==> config.mk <==
export PLATFORM = sky130hd
export DESIGN_NAME = reg_wb_ctrl_flat
export DESIGN_NICKNAME = d
export VERILOG_FILES = /design/src/rtl/reg_wb_if.sv /design/src/rtl/reg_wb_ctrl.sv /design/src/flat_wrapper.sv
export SDC_FILE = /design/constraint.sdc
export NUM_CORES = 1
export LEC_CHECK = 0
export CAP_MARGIN = 20
export CORE_ASPECT_RATIO = 1.4
export CORE_UTILIZATION = 46
export CTS_CLUSTER_DIAMETER = 80
export DETAILED_ROUTE_END_ITERATION = 7
export PLACE_DENSITY_LB_ADDON = 0.08
export SKIP_LAST_GASP = 1
export SLEW_MARGIN = 25
export SYNTH_ARGS = -nofsm -noshare
export SYNTH_HDL_FRONTEND = slang
export SYNTH_SLANG_ARGS = --single-unit
==> constraint.sdc <==
create_clock -name clk -period 3.15 [get_ports clk]
set_input_delay 0.63 -clock clk [delete_from_list [all_inputs] [get_ports clk]]
set_output_delay 0.63 -clock clk [all_outputs]
set_load 0.005 [all_outputs]
==> src/rtl/reg_wb_if.sv <==
// reg_wb_if: bus between the execute/memory units and the register-file write controller
//   ALU writeback : alu_wr_en, alu_rd, alu_data
//   LW issue      : lw_issue, lw_issue_rd -> lw_issue_ready
//   LW result     : lw_valid, lw_rd, lw_data -> lw_ready
//   Hazard query  : rs1, rs2 -> rs1_busy, rs2_busy, rs1_fwd, rs2_fwd, fwd_data
//   Write port    : wr_en, a3, din; status idle
interface reg_wb_if #(
    parameter int D_WIDTH       = 32,
    parameter int ADDRESS_WIDTH = 5
);
    logic                     alu_wr_en;
    logic [ADDRESS_WIDTH-1:0] alu_rd;
    logic [D_WIDTH-1:0]       alu_data;
    logic                     lw_issue;
    logic [ADDRESS_WIDTH-1:0] lw_issue_rd;
    logic                     lw_issue_ready;
    logic                     lw_valid;
    logic [ADDRESS_WIDTH-1:0] lw_rd;
    logic [D_WIDTH-1:0]       lw_data;
    logic                     lw_ready;
    logic [ADDRESS_WIDTH-1:0] rs1;
    logic [ADDRESS_WIDTH-1:0] rs2;
    logic                     rs1_busy;
    logic                     rs2_busy;
    logic                     rs1_fwd;
    logic                     rs2_fwd;
    logic [D_WIDTH-1:0]       fwd_data;
    logic                     wr_en;
    logic [ADDRESS_WIDTH-1:0] a3;
    logic [D_WIDTH-1:0]       din;
    logic                     idle;

    modport master (
        output alu_wr_en, alu_rd, alu_data, lw_issue, lw_issue_rd,
               lw_valid, lw_rd, lw_data, rs1, rs2,
        input  lw_issue_ready, lw_ready, rs1_busy, rs2_busy, rs1_fwd, rs2_fwd,
               fwd_data, wr_en, a3, din, idle
    );

    modport slave (
        input  alu_wr_en, alu_rd, alu_data, lw_issue, lw_issue_rd,
               lw_valid, lw_rd, lw_data, rs1, rs2,
        output lw_issue_ready, lw_ready, rs1_busy, rs2_busy, rs1_fwd, rs2_fwd,
               fwd_data, wr_en, a3, din, idle
    );
endinterface

==> src/rtl/reg_wb_ctrl.sv <==
// reg_wb_ctrl: merges ALU and long-latency results onto the single register-file write port
//   clk, rst : clock, synchronous active-high reset
//   bus      : reg_wb_if.slave (ALU writeback, LW issue/result, hazard query, write port, idle)
module reg_wb_ctrl #(
    parameter int D_WIDTH       = 32,
    parameter int ADDRESS_WIDTH = 5
) (
    input logic     clk,
    input logic     rst,
    reg_wb_if.slave bus
);
    localparam int NR = 2 ** ADDRESS_WIDTH;
    localparam logic [NR-1:0] ONE = NR'(1);
    logic [NR-1:0]            pending;
    logic                     wr_en;
    logic [ADDRESS_WIDTH-1:0] a3;
    logic [D_WIDTH-1:0]       din;
    logic                     lw_acc;
    logic                     iss_ok;
    logic [NR-1:0]            set_mask;
    logic [NR-1:0]            clr_mask;

    // ALU always wins the port; the LW source only moves when the ALU is quiet
    assign bus.lw_ready       = !rst && !bus.alu_wr_en;
    assign lw_acc             = bus.lw_valid && bus.lw_ready;
    assign iss_ok             = !rst && !pending[bus.lw_issue_rd];
    assign bus.lw_issue_ready = iss_ok;
    // x0 is never tracked, so bit 0 of pending can never be set
    assign set_mask = (bus.lw_issue && iss_ok && bus.lw_issue_rd != '0) ? ONE << bus.lw_issue_rd : '0;
    assign clr_mask = lw_acc ? ONE << bus.lw_rd : '0;

    always_ff @(posedge clk) begin
        if (rst) begin
            wr_en   <= 1'b0;
            a3      <= '0;
            din     <= '0;
            pending <= '0;
        end else begin
            if (bus.alu_wr_en) begin
                wr_en <= bus.alu_rd != '0;
                a3    <= bus.alu_rd;
                din   <= bus.alu_data;
            end else if (lw_acc) begin
                wr_en <= bus.lw_rd != '0;
                a3    <= bus.lw_rd;
                din   <= bus.lw_data;
            end else begin
                wr_en <= 1'b0;
            end
            // set applied after clear so a same-index set survives
            pending <= (pending & ~clr_mask) | set_mask;
        end
    end

    // pending is only cleared at the reset edge, so gate the hazard outputs while rst is high
    assign bus.rs1_busy = !rst && pending[bus.rs1];
    assign bus.rs2_busy = !rst && pending[bus.rs2];
    assign bus.rs1_fwd  = !rst && wr_en && a3 == bus.rs1 && bus.rs1 != '0;
    assign bus.rs2_fwd  = !rst && wr_en && a3 == bus.rs2 && bus.rs2 != '0;
    assign bus.fwd_data = din;
    assign bus.wr_en    = wr_en;
    assign bus.a3       = a3;
    assign bus.din      = din;
    assign bus.idle     = rst || (pending == '0 && !wr_en);
endmodule

==> src/flat_wrapper.sv <==
// flat-port wrapper written by rule: the top's interface ports become plain ports
module reg_wb_ctrl_flat 
#(
    parameter int D_WIDTH       = 32,
    parameter int ADDRESS_WIDTH = 5
)
  (clk, rst, bus_alu_wr_en, bus_alu_rd, bus_alu_data, bus_lw_issue, bus_lw_issue_rd, bus_lw_valid, bus_lw_rd, bus_lw_data, bus_rs1, bus_rs2, bus_lw_issue_ready, bus_lw_ready, bus_rs1_busy, bus_rs2_busy, bus_rs1_fwd, bus_rs2_fwd, bus_fwd_data, bus_wr_en, bus_a3, bus_din, bus_idle);
  reg_wb_if #(.D_WIDTH(D_WIDTH), .ADDRESS_WIDTH(ADDRESS_WIDTH)) bus_i ();
  input logic clk;
  input logic rst;
  input wire logic [$bits(bus_i.alu_wr_en)-1:0] bus_alu_wr_en;
  input wire logic [$bits(bus_i.alu_rd)-1:0] bus_alu_rd;
  input wire logic [$bits(bus_i.alu_data)-1:0] bus_alu_data;
  input wire logic [$bits(bus_i.lw_issue)-1:0] bus_lw_issue;
  input wire logic [$bits(bus_i.lw_issue_rd)-1:0] bus_lw_issue_rd;
  input wire logic [$bits(bus_i.lw_valid)-1:0] bus_lw_valid;
  input wire logic [$bits(bus_i.lw_rd)-1:0] bus_lw_rd;
  input wire logic [$bits(bus_i.lw_data)-1:0] bus_lw_data;
  input wire logic [$bits(bus_i.rs1)-1:0] bus_rs1;
  input wire logic [$bits(bus_i.rs2)-1:0] bus_rs2;
  output wire logic [$bits(bus_i.lw_issue_ready)-1:0] bus_lw_issue_ready;
  output wire logic [$bits(bus_i.lw_ready)-1:0] bus_lw_ready;
  output wire logic [$bits(bus_i.rs1_busy)-1:0] bus_rs1_busy;
  output wire logic [$bits(bus_i.rs2_busy)-1:0] bus_rs2_busy;
  output wire logic [$bits(bus_i.rs1_fwd)-1:0] bus_rs1_fwd;
  output wire logic [$bits(bus_i.rs2_fwd)-1:0] bus_rs2_fwd;
  output wire logic [$bits(bus_i.fwd_data)-1:0] bus_fwd_data;
  output wire logic [$bits(bus_i.wr_en)-1:0] bus_wr_en;
  output wire logic [$bits(bus_i.a3)-1:0] bus_a3;
  output wire logic [$bits(bus_i.din)-1:0] bus_din;
  output wire logic [$bits(bus_i.idle)-1:0] bus_idle;
  assign bus_i.alu_wr_en = bus_alu_wr_en;
  assign bus_i.alu_rd = bus_alu_rd;
  assign bus_i.alu_data = bus_alu_data;
  assign bus_i.lw_issue = bus_lw_issue;
  assign bus_i.lw_issue_rd = bus_lw_issue_rd;
  assign bus_i.lw_valid = bus_lw_valid;
  assign bus_i.lw_rd = bus_lw_rd;
  assign bus_i.lw_data = bus_lw_data;
  assign bus_i.rs1 = bus_rs1;
  assign bus_i.rs2 = bus_rs2;
  assign bus_lw_issue_ready = bus_i.lw_issue_ready;
  assign bus_lw_ready = bus_i.lw_ready;
  assign bus_rs1_busy = bus_i.rs1_busy;
  assign bus_rs2_busy = bus_i.rs2_busy;
  assign bus_rs1_fwd = bus_i.rs1_fwd;
  assign bus_rs2_fwd = bus_i.rs2_fwd;
  assign bus_fwd_data = bus_i.fwd_data;
  assign bus_wr_en = bus_i.wr_en;
  assign bus_a3 = bus_i.a3;
  assign bus_din = bus_i.din;
  assign bus_idle = bus_i.idle;
  reg_wb_ctrl #(.D_WIDTH(D_WIDTH), .ADDRESS_WIDTH(ADDRESS_WIDTH)) u_core (.clk(clk), .rst(rst), .bus(bus_i));
endmodule
==> out/summary.md <==
* summed instance area of the synthesized netlist: 4441 um2
* Via density: 5.942
* worst slack at placement: -487.0 ps
* count of mapped cells out of synthesis: 509
* Layout Area Growth over Synthesis: 45.51%
* CTS root buf: sky130_fd_sc_hd__clkbuf_16
* slowest cell on the critical path: sky130_fd_sc_hd__or3_1
* Ports: 171
* RSZ-0062 raised after global routing: false
* Max Fclk: 327.5 MHz
* ranking of synthesized cells by instance count: sky130_fd_sc_hd__nor2_1, sky130_fd_sc_hd__dfxtp_1, sky130_fd_sc_hd__mux2i_1
* Lkg Pwr: 2.478 nW
* max-cap check violation count: 0
* die outline height: 118.3 um
* CTS H-tree lvls: 3
* post-layout minimum cycle time: 3054 ps
* top cell type's share of synthesized area: 31.56%
* PwrDens: 404.4 nW/um2
* Final Slew Violations: 0
* first-pass iteration count of the detailed router: 5
* Final Util: 68.69%
* Hold Slack: 550.0 ps
* DR vias: 4534
* clock latency reported for the late side of the worst-skew pair: 340 ps
* kind of start point of the critical path: input pin
* worst slew pin tran: 553.1 ps
* die width: 85.04 um
* Placed Cells: 744
* starting density of the core: 47.21%
* Warnings, synthesis: 0
* Final setup viols: 0
* endpoint kind of the worst setup timing path: primary output
* Final #Nets: 742
* GRT Util Overall: 29.55%
* number of DRC violations after detailed routing: 0
* maximum buffer depth of the clock tree: 2
* highest fanout seen on the critical path: 8
* Worst Clk Skew: 3.982 ps
* Tcrit/Tclk final: 96.94%
* number of global-route vias before repair: 4437
* Max rail drop VDD: 0.0004176 V
* number of flops mapped to enable cells by yosys: 0
* layout cell share with drive strength beyond 1: 11.79%
* library cell with the largest summed area after synthesis: sky130_fd_sc_hd__dfxtp_1
* Slowest Stage Delay on Critical Path: 340 ps
* number of standard cells in the final layout excluding fillers: 763
* share of synthesized registers carrying an async set or reset: 0%
* global-route wire length before repair: 22950 um
* Synth Register Bits: 70
* DP HPWL: 11060 um
* antenna-violating nets left: 0
* Filler Cells Inserted: 792
* Relative slew margins: 63.13%
* most instantiated library cell after synthesis: sky130_fd_sc_hd__nor2_1
* status: completed
* core area: 9407 um2
* minimum setup slack in the final design: 96.30 ps
* class of the worst hold path: flop to flop
* CTS tree: built
* Clock Pin Slew Worst Setup and Hold Paths: 60 ps
* Post-Synthesis Mean Instance Area: 8.724 um2
* DIE AREA: 10060 um2
* unique cell type count in the Yosys netlist: 51
* fraction of the yosys area taken by sequential cells: 31.56%
* largest net degree at the start of global routing: 42
* global placement routability congestion: 0.9003
* Setup Crit Path Kind: input pin to primary output
* TritonCTS sink count: 70
* Overflow after GRT: 0
* Final Hold Fails: 0
* routed wire length: 14670 um
* data arrival time at the worst-slack endpoint: 2420 ps
* IO buf count: 170
* count of routing violations after the opening detailed-route iteration: 494
* number of placement rows: 42
* number of antenna violations at the first check in global routing: 0
* CP Cell Sequence: dlygate4sd2_1, bufbuf_16, or3_1, o21ai_1, a311oi_1, o21a_1, a2111oi_2, buf_2
* most area-consuming cells after synthesis: sky130_fd_sc_hd__dfxtp_1, sky130_fd_sc_hd__mux2i_1, sky130_fd_sc_hd__mux4_2, sky130_fd_sc_hd__nor2_1, sky130_fd_sc_hd__buf_4
* number of nets produced by synthesis: 603
* diode insertion count for antenna repair: 0
* worst path required time: 2520 ps
* average wire per cell in the routed design: 19.22 um
* most common flop cell mapped by yosys: sky130_fd_sc_hd__dfxtp_1
* number of buffers created by CTS: 9
[power by group]
part	internal, mW	switching, mW	total [mW]
Combinational	0.332	0.224	0.557
Sequential	0.923	0.0415	0.965
Clock	0.711	0.380	1.09
[cell type report]
| class | count | area [um2] | area share [%] |
|---|---|---|---|
| timing repair buffer | 200 | 1982 | 30.67 |
| sequential | 70 | 1401 | 21.69 |
| clock inverter | 6 | 85.08 | 1.317 |
| inverter | 5 | 18.77 | 0.2905 |
| clock buffer | 10 | 239.0 | 3.699 |
| tap | 110 | 137.6 | 2.130 |
| multi-input combinational | 362 | 2597 | 40.20 |
[cell families after synthesis]
family	synth area share (%)
AOI/OAI and AO/OA	17.89
xor gates and xnor gates	1.578
buffers and inverters	9.946
DFF	31.56
muxes	22.68
and+or+nand+nor	16.34
[routing by layer]
| metal | vias to the layer above | part of all wire, % | global-route usage (%) |
|---|---|---|---|
| met1 | 2101 | 36 | 32.42 |
| met4 | 0 | 5.1 | 17.16 |
| met5 | - | 0 | 0 |
| li1 | 2115 | - | - |
| met2 | 259 | 51 | 51.31 |
| met3 | 59 | 8.0 | 6.913 |
[worst max-delay path: cells and delay by family]
kind	cells	cell delay (ps)
buffers and inverters	3	760
AOI/OAI and AO/OA	4	700
and+or+nand+nor	1	340
[final timing paths]
kind	start	end	slack, ps	cells after the start
worst max-delay path	bus_lw_issue_rd[1]	bus_lw_issue_ready	100	8
worst min-delay path	u_core.pending[6]	u_core.pending[6]	550	2
worst min register to register	u_core.pending[6]	u_core.pending[6]	550	2
worst max register to register	u_core.pending[31]	u_core.pending[28]	1470	7
[registers in the layout, indices dropped and copies added, names as in the netlist]
name / count
u_core.bus.wr_en: 1
u_core.pending: 32
u_core.bus.a3: 5
u_core.bus.din: 32
[per-stage QoR]
| step | power, mW | TNS, ps | instance area [um2] |
|---|---|---|---|
| after floorplan | 1.244 | 0 | 4441 |
| after global placement | 1.520 | -830.9 | 6095 |
| after detailed placement | 1.528 | -936.1 | 6095 |
| after CTS | 2.622 | 0 | 6456 |
| after global routing | 2.710 | 0 | 6461 |
| final | 2.613 | 0 | 6461 |
[cell usage in the layout (no fill, tap or decap), drive strengths merged, types with 2 or more instances in the layout]
cell type	instances
clkbuf	11
nand2b	12
xnor2	8
mux4	18
buf	33
nand4b	2
a31oi	2
nand3	12
or4	3
clkdlybuf4s50	160
nor3b	4
clkinvlp	2
mux2	6
nand2	11
dfxtp	70
o311a	2
nand4	2
nor3	6
inv	5
clkinv	2
o311ai	7
nor2	84
o21ai	30
o211ai	24
dlygate4sd2	4
nor2b	4
nor4	9
o31ai	5
bufinv	2
mux2i	53
a21oi	42
[repair_timing]
| action | in CTS | in global routing |
|---|---|---|
| setup buffers | 1 | 1 |
| gates cloned | 1 | 0 |
| resized for setup | 11 | 2 |
| pin swaps | 1 | 0 |
| hold buffers | 0 | 0 |
| endpoints found under the setup margin | 3 | 2 |
No activity file was read; power rests on OpenSTA's default activity.
